`src/rtl/tensor_dot_seq.sv`:
```
// Sequential 4-element 2-bit dot product using two shared multipliers.
// Optional job counter enabled by defining TENSOR_DOT_JOBCNT_EN.
module tensor_dot_seq (
    input  logic       clk,
    input  logic       rst_n,
    input  logic       in_valid,
    output logic       in_ready,
    input  logic [7:0] a_vec,
    input  logic [7:0] b_vec,
    output logic       out_valid,
    input  logic       out_ready,
    output logic [5:0] result,
    output logic       busy,
    output logic [7:0] job_count
);

    typedef enum logic [1:0] {
        IDLE = 2'd0,
        MUL0 = 2'd1,
        MUL1 = 2'd2,
        DONE = 2'd3
    } state_t;

    state_t     state_q;
    logic [7:0] a_q;
    logic [7:0] b_q;
    logic [5:0] acc_q;
    logic [5:0] res_q;
    logic       in_ready_q;
    logic       out_valid_q;
    logic       busy_q;

    logic [1:0] m0_a;
    logic [1:0] m0_b;
    logic [1:0] m1_a;
    logic [1:0] m1_b;
    logic [3:0] prod0;
    logic [3:0] prod1;
    logic [5:0] base;
    logic [5:0] sum_d;

    // MUL0 works on elements 0/1, MUL1 on elements 2/3 and accumulates.
    always_comb begin
        m0_a = a_q[1:0];
        m0_b = b_q[1:0];
        m1_a = a_q[3:2];
        m1_b = b_q[3:2];
        base = 6'd0;
        if (state_q == MUL1) begin
            m0_a = a_q[5:4];
            m0_b = b_q[5:4];
            m1_a = a_q[7:6];
            m1_b = b_q[7:6];
            base = acc_q;
        end
        prod0 = {2'b00, m0_a} * {2'b00, m0_b};
        prod1 = {2'b00, m1_a} * {2'b00, m1_b};
        sum_d = base + {2'b00, prod0} + {2'b00, prod1};
    end

    always_ff @(posedge clk) begin
        if (!rst_n) begin
            state_q     <= IDLE;
            a_q         <= 8'd0;
            b_q         <= 8'd0;
            acc_q       <= 6'd0;
            res_q       <= 6'd0;
            in_ready_q  <= 1'b1;
            out_valid_q <= 1'b0;
            busy_q      <= 1'b0;
        end else begin
            unique case (state_q)
                IDLE: begin
                    if (in_valid) begin
                        a_q        <= a_vec;
                        b_q        <= b_vec;
                        state_q    <= MUL0;
                        in_ready_q <= 1'b0;
                        busy_q     <= 1'b1;
                    end
                end
                MUL0: begin
                    acc_q   <= sum_d;
                    state_q <= MUL1;
                end
                MUL1: begin
                    acc_q       <= sum_d;
                    res_q       <= sum_d;
                    state_q     <= DONE;
                    out_valid_q <= 1'b1;
                end
                DONE: begin
                    if (out_ready) begin
                        state_q     <= IDLE;
                        out_valid_q <= 1'b0;
                        in_ready_q  <= 1'b1;
                        busy_q      <= 1'b0;
                    end
                end
            endcase
        end
    end

`ifdef TENSOR_DOT_JOBCNT_EN
    logic [7:0] jc_q;

    always_ff @(posedge clk) begin
        if (!rst_n) begin
            jc_q <= 8'd0;
        end else if (state_q == DONE && out_ready) begin
            jc_q <= jc_q + 8'd1;
        end
    end

    assign job_count = jc_q;
`else
    assign job_count = 8'd0;
`endif

    assign in_ready  = in_ready_q;
    assign out_valid = out_valid_q;
    assign busy      = busy_q;
    assign result    = res_q;

endmodule

```
`config.mk`:
```
export PLATFORM = sky130hd
export DESIGN_NAME = tensor_dot_seq
export DESIGN_NICKNAME = d
export VERILOG_FILES = /design/src/rtl/tensor_dot_seq.sv
export SDC_FILE = /design/constraint.sdc
export NUM_CORES = 1
export LEC_CHECK = 0
export CORE_MARGIN = 8
export CORE_UTILIZATION = 55
export CTS_BUF_LIST = sky130_fd_sc_hd__clkbuf_4 sky130_fd_sc_hd__clkbuf_8 sky130_fd_sc_hd__clkbuf_16
export DETAILED_ROUTE_END_ITERATION = 10
export HOLD_SLACK_MARGIN = 0.08
export PLACE_DENSITY = 0.84
export RECOVER_POWER = 100
export SYNTH_ARGS = -nofsm -noshare
export SYNTH_HDL_FRONTEND = slang
export SYNTH_SLANG_ARGS = --single-unit
```
`constraint.sdc`:
```
create_clock -name clk -period 6.2 [get_ports clk]
set_input_delay 1.24 -clock clk [delete_from_list [all_inputs] [get_ports clk]]
set_output_delay 1.24 -clock clk [all_outputs]
set_load 0.1 [all_outputs]
```
# --- Word level (Yosys, flattened, before mapping) ---
# Index checks and enable logic that the tools add are counted.
classes:
  n_reduce_logical: 8
  n_addsub: 2
  mux: 15
  n_eq_ne: 5
  multipliers: 2
op_table:
  columns: ["operator", "count"]
  rows:
  - ["$add 6x4->6", 2]
  - ["$mux 2", 6]
  - ["$mul 2x2->4", 2]
  - ["$pmux 2 s4", 1]
  - ["$mux 6", 1]
  - ["$pmux 1 s2", 3]
  - ["$reduce_and 2->1", 3]
  - ["$eq 2x2->1 const B", 2]
  - ["$mux 1", 4]
  - ["$ne 2x2->1 const B", 2]
  - ["$reduce_bool 2->1", 2]
  - ["$reduce_and 3->1", 1]
  - ["$eq 2x1->1 const B", 1]
  - ["$logic_not 2->1", 1]
  - ["$reduce_or 2->1", 1]
totals:
  inputBits: 20
  word_cells: 40
  regBits: 33
  out_inout_bits: 17

# --- Depth between registers and ports, before layout ---
# Gate-level depths: netlist of the first run.
depth:
  depth_word: 5
  depth_mapped: 16
  ltp_nobuf: 15

# --- Worst setup path before layout of the first run ---
# OpenSTA, ideal clock, no wires.
synth_path:
  kind: "reg2reg"
  start: "register state_q[0]"
  end: "register res_q[4] (netlist: result[4])"
  path_stages_with_launch: 15
  setup_ps: 121
  synth_period_minus_slack_ps: 3657
  t_required_ps: 6079
  arrival_ps: 3536
  n_path_buf: 2
  path_slack_ps: 2543
  path_cell_list: "dfxtp_1 -> inv_1 -> ha_1 -> buf_4 -> buf_2 -> a32oi_1 -> fa_1 -> fa_1 -> fa_1 -> inv_1 -> ha_1 -> and3_1 -> or3_1 -> nand3_1 -> a21boi_1"
synth_via:
  elab_chain_cells: 5
  elab_cells_between_ends: 10
  classes_between: "2 x add/sub; 2 x mul; 1 x eq/ne; 5 x mux"
synth_lines:
  columns: ["element", "line", "rtl"]
  rows:
  - ["start: declaration", "24", "state_t state_q;"]
  - ["start signal: assignment", "63", "state_q <= IDLE;"]
  - ["start signal: assignment", "77", "state_q <= MUL0;"]
  - ["start signal: assignment", "84", "state_q <= MUL1;"]
  - ["$eq 2x2->1 (*)", "49, 72", null]
  - ["$mux 2", "49", "if (state_q == MUL1) begin"]
  - ["$mul 2x2->4", "56", "prod0 = {2'b00, m0_a} * {2'b00, m0_b};"]
  - ["$add 6x4->6 (2 in a row)", "58", "sum_d = base + {2'b00, prod0} + {2'b00, prod1};"]
  - ["end signal: assignment", "88", "res_q <= sum_d;"]
  - ["end: declaration", "28", "logic [5:0] res_q;"]
# Every way passes the cells marked *; elsewhere a longest branch is shown, timed or not.
# A chain may end at the register's enable or synchronous reset.

# --- Worst setup path after layout of the first run ---
# Same ends and word-level chain as after synthesis.

==> metrics.csv, run 1 <==
stage,metric,value,unit
status,status,"complete, no violations",
logic_synthesis,avgSynthCellArea,8.99,sq um
clock_tree,ctsResizeCount,0,
place,port_buffers,28,
die,die_w,74.4,um
logic_synthesis,synth_enable_flop_cells,0,
die,io_pins,37,
global_route,grt_pass1_vias,1499,
routing,wl_per_cell,13.1,um
routing,drtIter0Drc,50,
power_and_ir_drop,cellPowerDensity,321,mW/mm^2
setup_path,critical_path.max_stage_delay,0.83,ns
layout,antenna-diode-count,0,
routing,routed_wl,3.63,mm
place,dp_hpwl,2.78,mm
setup_path,ff2ff_setup_slack,1.84,ns
die,die_area,0.00554,sq mm
setup_path,cp.arrival,4.59,ns
clock_tree,cts-buffers-inserted,5,
global_route,grt_pass1_wl,6.38,mm
layout,final_util,65.7,%
clock_tree,hold_buffers,0,
timing,setup_viol,0,
timing,final.setup.worst_slack,1.84,ns
timing,finalCritPeriodShare,70.3,%
power_and_ir_drop,total_power,0.698,mW
logic_synthesis,synth_area,0.00188,sq mm
routing,postRouteAntennaNets,0,
timing,hold_violations,0,
clock_tree,clkLatencyLatePin,0.34,ns
hold_path,min_path_type,flip-flop to flip-flop,
logic_synthesis,ys.flop_type,dfxtp_1,
setup_path,critPathCaptureType,flip-flop,
power_and_ir_drop,ir_drop,0.000263,V
power_and_ir_drop,switching_power,0.299,mW
run,cap_violations,0,
timing,max_freq,229,MHz
timing,slew_headroom,30.3,%
place,placedCellCount,271,
routing,first_pass_iters,6,
setup_path,reg2regPathDepth,12,
timing,tns,0,ns
timing,fin_worst_skew,0.00572,ns
layout,drive_gt1_share,4.31,%
setup_path,critical_path_class,flip-flop to flip-flop,
logic_synthesis,ys_warn_count,0,
hold_path,min_from,b_q[0],
logic_synthesis,synth.yosys.seq_area_share,35.2,%
setup_path,slowest_stage,ha_1,
die,core,0.00331,sq mm
clock_tree,clockRootBuffer,clkbuf_4,
clock_tree,cts_tree,yes,
setup_path,critPathRequiredTime,6.43,ns
setup_path,crit_fanout,30,
routing,vias,1410,
timing,slew_violations,0,
setup_path,cp-start-kind,flip-flop,
logic_synthesis,ys_types,36,
clock_tree,clk_transition_reported_paths,0.10,ns
clock_tree,cts_max_path_buffers,2,
power_and_ir_drop,combPwrFrac,42.7,%
routing,drc,0,
timing,rsz0062_at_grt,false,
setup_path,path_common_cell,fa_1,
timing,worst_pin_slew,1.04,ns
die,chipHeight,74.4,um
logic_synthesis,netlist_instances,209,
power_and_ir_drop,total_leakage_power,0.938,nW
clock_tree,clock_sinks,33,
setup_path,worstReg2RegEnd,result[4],
die,fp-row-count,21,
layout,fin_cells,278,
power_and_ir_drop,seqPwrFrac,38.8,%
routing,avgViaCountPerCell,5.07,
timing,post-route-min-period,4.36,ns
layout,nets,271,
global_route,antenna_found_initial,0,
die,start_util,56.7,%
place,gp_congestion,0.823,
layout,syn_to_final_growth,15.9,%
hold_path,hold_end,b_q[0],
power_and_ir_drop,sw_frac_of_total,42.8,%
global_route,grt_max_degree,37,
global_route,grt.total_usage,14.8,%
logic_synthesis,ys_ff_latch,33,
logic_synthesis,synthArstFlopShare,0,%
clock_tree,htreeDepth,2,
place,dp_worst_setup_slack,1.84,ns
setup_path,r2r-start,state_q[0],
power_and_ir_drop,internal-power,0.400,mW
clock_tree,post_cts_buffers,0,
setup_path,worstPathCellList,inv_1 > ha_1 > a32oi_1 > fa_1 > fa_1 > fa_1 > inv_1 > ha_1 > and3_1 > or3_1 > nand3_1 > a21boi_0,
global_route,grt_overflow,0,
hold_path,hold_depth,2,
power_and_ir_drop,p_clk_share,18.4,%
==> routing by layer <==
metal	vias up	routed length, um	track usage [%]
li1	724	-	-
met1	647	1580	16.4
met2	29	1790	25.7
met3	10	170	3.77
met4	0	91	7.17
met5	-	0	0
==> synthesized netlist by cell type, types with 2 or more instances <==
library cell	number	area, sq um
a21boi_0	6	45.0
a21boi_1	12	90.1
a21oi_1	4	20.0
a32o_1	3	30.0
a32oi_1	5	43.8
and2_1	4	25.0
buf_2	4	20.0
buf_4	11	82.6
clkbuf_1	3	11.3
dfxtp_1	33	661
fa_1	6	120
ha_1	13	163
inv_1	17	63.8
mux2i_1	7	70.1
nand2_1	39	146
nand2b_1	4	25.0
nand3_1	3	15.0
nand3b_1	3	22.5
nor2b_1	12	75.1
o211a_1	2	20.0
o211ai_1	2	15.0
o21ai_0	2	10.0
==> placed cells by master (no fill, tap or decap), types with 2 or more instances in the layout <==
cell / netlist / final
a32o_1: 3 / 3
clkbuf_4: 0 / 6
nand3b_1: 3 / 3
and2_1: 4 / 4
ha_1: 13 / 13
conb_1: 1 / 8
mux2i_1: 7 / 7
fa_1: 6 / 6
o211a_1: 2 / 2
nor2b_1: 12 / 12
o211ai_1: 2 / 2
o21ai_0: 2 / 2
a21oi_1: 4 / 4
nand2b_1: 4 / 4
a21boi_0: 6 / 18
nand3_1: 3 / 3
clkdlybuf4s50_1: 0 / 18
nand2_1: 39 / 39
dlygate4sd3_1: 0 / 10
dfxtp_1: 33 / 33
a32oi_1: 5 / 5
inv_1: 17 / 17
==> worst max-delay path by stage <==
stage                          start  cells after the start         to  slack [ns]
after detailed placement  state_q[0]                     12  result[4]        1.84
final                     state_q[0]                     12  result[4]        1.84
after global placement    state_q[0]                     12  result[4]        1.97
after global routing      state_q[0]                     12  result[4]        1.57
after floorplan           state_q[0]                     14  result[4]        2.54
after CTS                 state_q[0]                     12  result[4]        1.82
==> through the flow <==
stage	hold WS, ns	cell area (sq um)
floorplan	0.430	1900
global placement	0.449	2120
detailed placement	0.458	2120
CTS	0.471	2180
global route	0.512	2180
finish	0.478	2180
==> kinds of logic after synthesis <==
group | share of synthesized area [%]
adder cells (fa/ha/maj) | 15.1
AO/OA/AOI/OAI | 17.3
AND/OR/NAND/NOR | 18.0
multiplexers | 3.73
XOR/XNOR | 0.466
flip-flops | 35.2
other | 0.200
buffers and inverters | 10.1
==> final cells by class <==
class	count	area, sq um
fillers	292	1130
multi-input cells	147	1050
flip-flops and latches	33	661
repair buffers	28	280
inverters	17	63.8
clock buffers	7	58.8
well taps	46	57.6
==> worst max-delay path, delay by kind of cell, from the launching register on <==
kind	cells	cell delay [ns]
AO/OA/AOI/OAI	2	0.37
adder cells (fa/ha/maj)	5	2.74
buffers and inverters	2	0.18
flip-flops	1	0.32
AND/OR/NAND/NOR	3	0.62
==> flip-flops by register name, indices dropped and copies added, names as in the netlist <==
signal,count
out_valid,1
result,6
a_q,8
state_q,2
in_ready,1
busy,1
acc_q,6
b_q,8
==> power groups by stage <==
stage,sequential (mW),combinational (mW),clock [mW]
after global placement,0.274,0.302,0
final,0.271,0.298,0.129
after global routing,0.277,0.327,0.143
after CTS,0.272,0.306,0.131
after detailed placement,0.277,0.306,0
after floorplan,0.331,0.200,0
Power figures use the tool's default switching activity.
==> inputs of run 2 (changes only) <==
CORE_UTILIZATION = 51   (was 55)
PLACE_DENSITY = 0.79   (was 0.84)
clock period = 4.5 ns   (was 6.2 ns; I/O delays follow)
==> metrics.csv, run 2 (synthesized netlist as in run 1, its figures left out) <==
stage,metric,value,unit
power_and_ir_drop,total_power,1.09,mW
power_and_ir_drop,p_clk_share,27.3,%
hold_path,hold_depth,1,
clock_tree,hold_buffers,0,
clock_tree,cts-buffers-inserted,5,
clock_tree,post_cts_buffers,0,
setup_path,critPathRequiredTime,4.67,ns
clock_tree,clk_transition_reported_paths,0.07,ns
timing,rsz0062_at_grt,false,
timing,max_freq,254,MHz
setup_path,critPathCaptureType,flip-flop,
clock_tree,clock_sinks,33,
setup_path,r2r-start,state_q[0],
power_and_ir_drop,ir_drop,0.000423,V
die,io_pins,37,
power_and_ir_drop,total_leakage_power,0.971,nW
die,die_w,76.7,um
die,fp-row-count,22,
layout,syn_to_final_growth,19.7,%
die,core,0.00361,sq mm
layout,antenna-diode-count,0,
global_route,grt_max_degree,37,
global_route,grt_pass1_wl,6.14,mm
clock_tree,ctsResizeCount,0,
setup_path,critical_path_class,flip-flop to flip-flop,
die,start_util,52.1,%
place,placed_cell_area,0.00213,sq mm
timing,slew_violations,0,
timing,final.setup.worst_slack,0.563,ns
setup_path,cp-start-kind,flip-flop,
routing,routed_wl,3.58,mm
hold_path,hold_end,result[2],
clock_tree,clockRootBuffer,clkbuf_8,
global_route,grt_overflow,0,
power_and_ir_drop,internal-power,0.661,mW
run,cap_violations,0,
power_and_ir_drop,cellPowerDensity,483,mW/mm^2
routing,drtIter0Drc,40,
power_and_ir_drop,combPwrFrac,38.4,%
setup_path,worstReg2RegEnd,acc_q[4],
hold_path,min_from,result[2],
place,dp_worst_setup_slack,0.588,ns
layout,nets,272,
power_and_ir_drop,switching_power,0.425,mW
routing,vias,1426,
routing,avgViaCountPerCell,5.06,
setup_path,ff2ff_setup_slack,0.56,ns
routing,wl_per_cell,12.7,um
die,die_area,0.00588,sq mm
timing,tns,0,ns
clock_tree,cts_max_path_buffers,2,
routing,postRouteAntennaNets,0,
power_and_ir_drop,sw_frac_of_total,39.2,%
timing,worst_pin_slew,1.07,ns
layout,largestRegisters,"a_q (8), b_q (8)",
timing,setup_viol,0,
place,port_buffers,28,
global_route,grt_pass1_vias,1422,
clock_tree,htreeDepth,2,
power_and_ir_drop,seqPwrFrac,34.4,%
layout,drive_gt1_share,5.13,%
timing,slew_headroom,28.5,%
status,status,"complete, no violations",
timing,fin_worst_skew,0.00549,ns
timing,hold_violations,0,
setup_path,cp.arrival,4.11,ns
global_route,antenna_found_initial,0,
hold_path,min_path_type,flip-flop to flip-flop,
timing,post-route-min-period,3.94,ns
routing,drc,0,
setup_path,reg2regPathDepth,13,
layout,mostFrequentLayoutCells,"nand2_1, dfxtp_1, a21boi_0, clkdlybuf4s50_1, inv_1",
routing,first_pass_iters,4,
setup_path,crit_fanout,17,
place,dp_hpwl,2.66,mm
die,chipHeight,76.7,um
timing,finalCritPeriodShare,87.5,%
clock_tree,cts_tree,yes,
global_route,grt.total_usage,12.8,%
place,gp_congestion,0.815,
clock_tree,clkLatencyLatePin,0.29,ns
layout,final_common_cell,nand2_1,
layout,stdcell_area,0.00225,sq mm
run 2: per-stage QoR:
stage,hold slack [ns],instances,utilization [%]
6_report,0.475,282,62.3
5_1_grt,0.503,282,62.3
4_1_cts,0.463,282,62.3
3_5_place_dp,0.454,274,59.0
3_3_place_gp,0.442,274,59.0
2_1_floorplan,0.430,216,-
run 2: per-layer routing:
| metal | share of wire, % | track usage, % | vias up |
|---|---|---|---|
| li1 | - | - | 725 |
| met1 | 46 | 13.9 | 660 |
| met2 | 47 | 21.1 | 33 |
| met3 | 4.0 | 3.61 | 8 |
| met4 | 3.0 | 9.23 | 0 |
| met5 | 0 | 0 | - |
run 2: final cells by class:
cell class / count / area [sq um]
timing repair buffer: 29 / 288
clock inverter: 1 / 30.0
multi-input combinational: 147 / 1050
fill: 308 / 1360
inverter: 17 / 63.8
tap: 48 / 60.1
clock buffer: 7 / 90.1
sequential: 33 / 661
run 2: how the worst max path moves through the flow:
stage / end / slack [ns] / cells past startpoint / startpoint
global route: acc_q[4] / 0.29 / 13 / state_q[0]
CTS: acc_q[4] / 0.58 / 13 / state_q[0]
detailed placement: acc_q[4] / 0.59 / 13 / state_q[0]
global placement: acc_q[4] / 0.66 / 13 / state_q[0]
floorplan: result[4] / 0.84 / 14 / state_q[0]
finish: acc_q[4] / 0.56 / 13 / state_q[0]
run 2: critical path, cell delays in order, from the launching register on:
cell      delay [ns]
dfxtp_1         0.34
inv_1           0.09
ha_1            0.39
nor2b_1         0.26
a32oi_1         0.12
fa_1            0.49
fa_1            0.49
fa_1            0.60
inv_1           0.06
ha_1            0.28
and3_1          0.17
or3_1           0.36
nand3_1         0.09
a21boi_0        0.08
run 2: power by group through the flow:
stage                     sequential (mW)  combinational (mW)  clock [mW]
final                               0.373               0.416       0.296
after global routing                0.379               0.458       0.314
after CTS                           0.374               0.430       0.302
after detailed placement            0.380               0.430           0
after global placement              0.379               0.422           0
after floorplan                     0.456               0.276           0
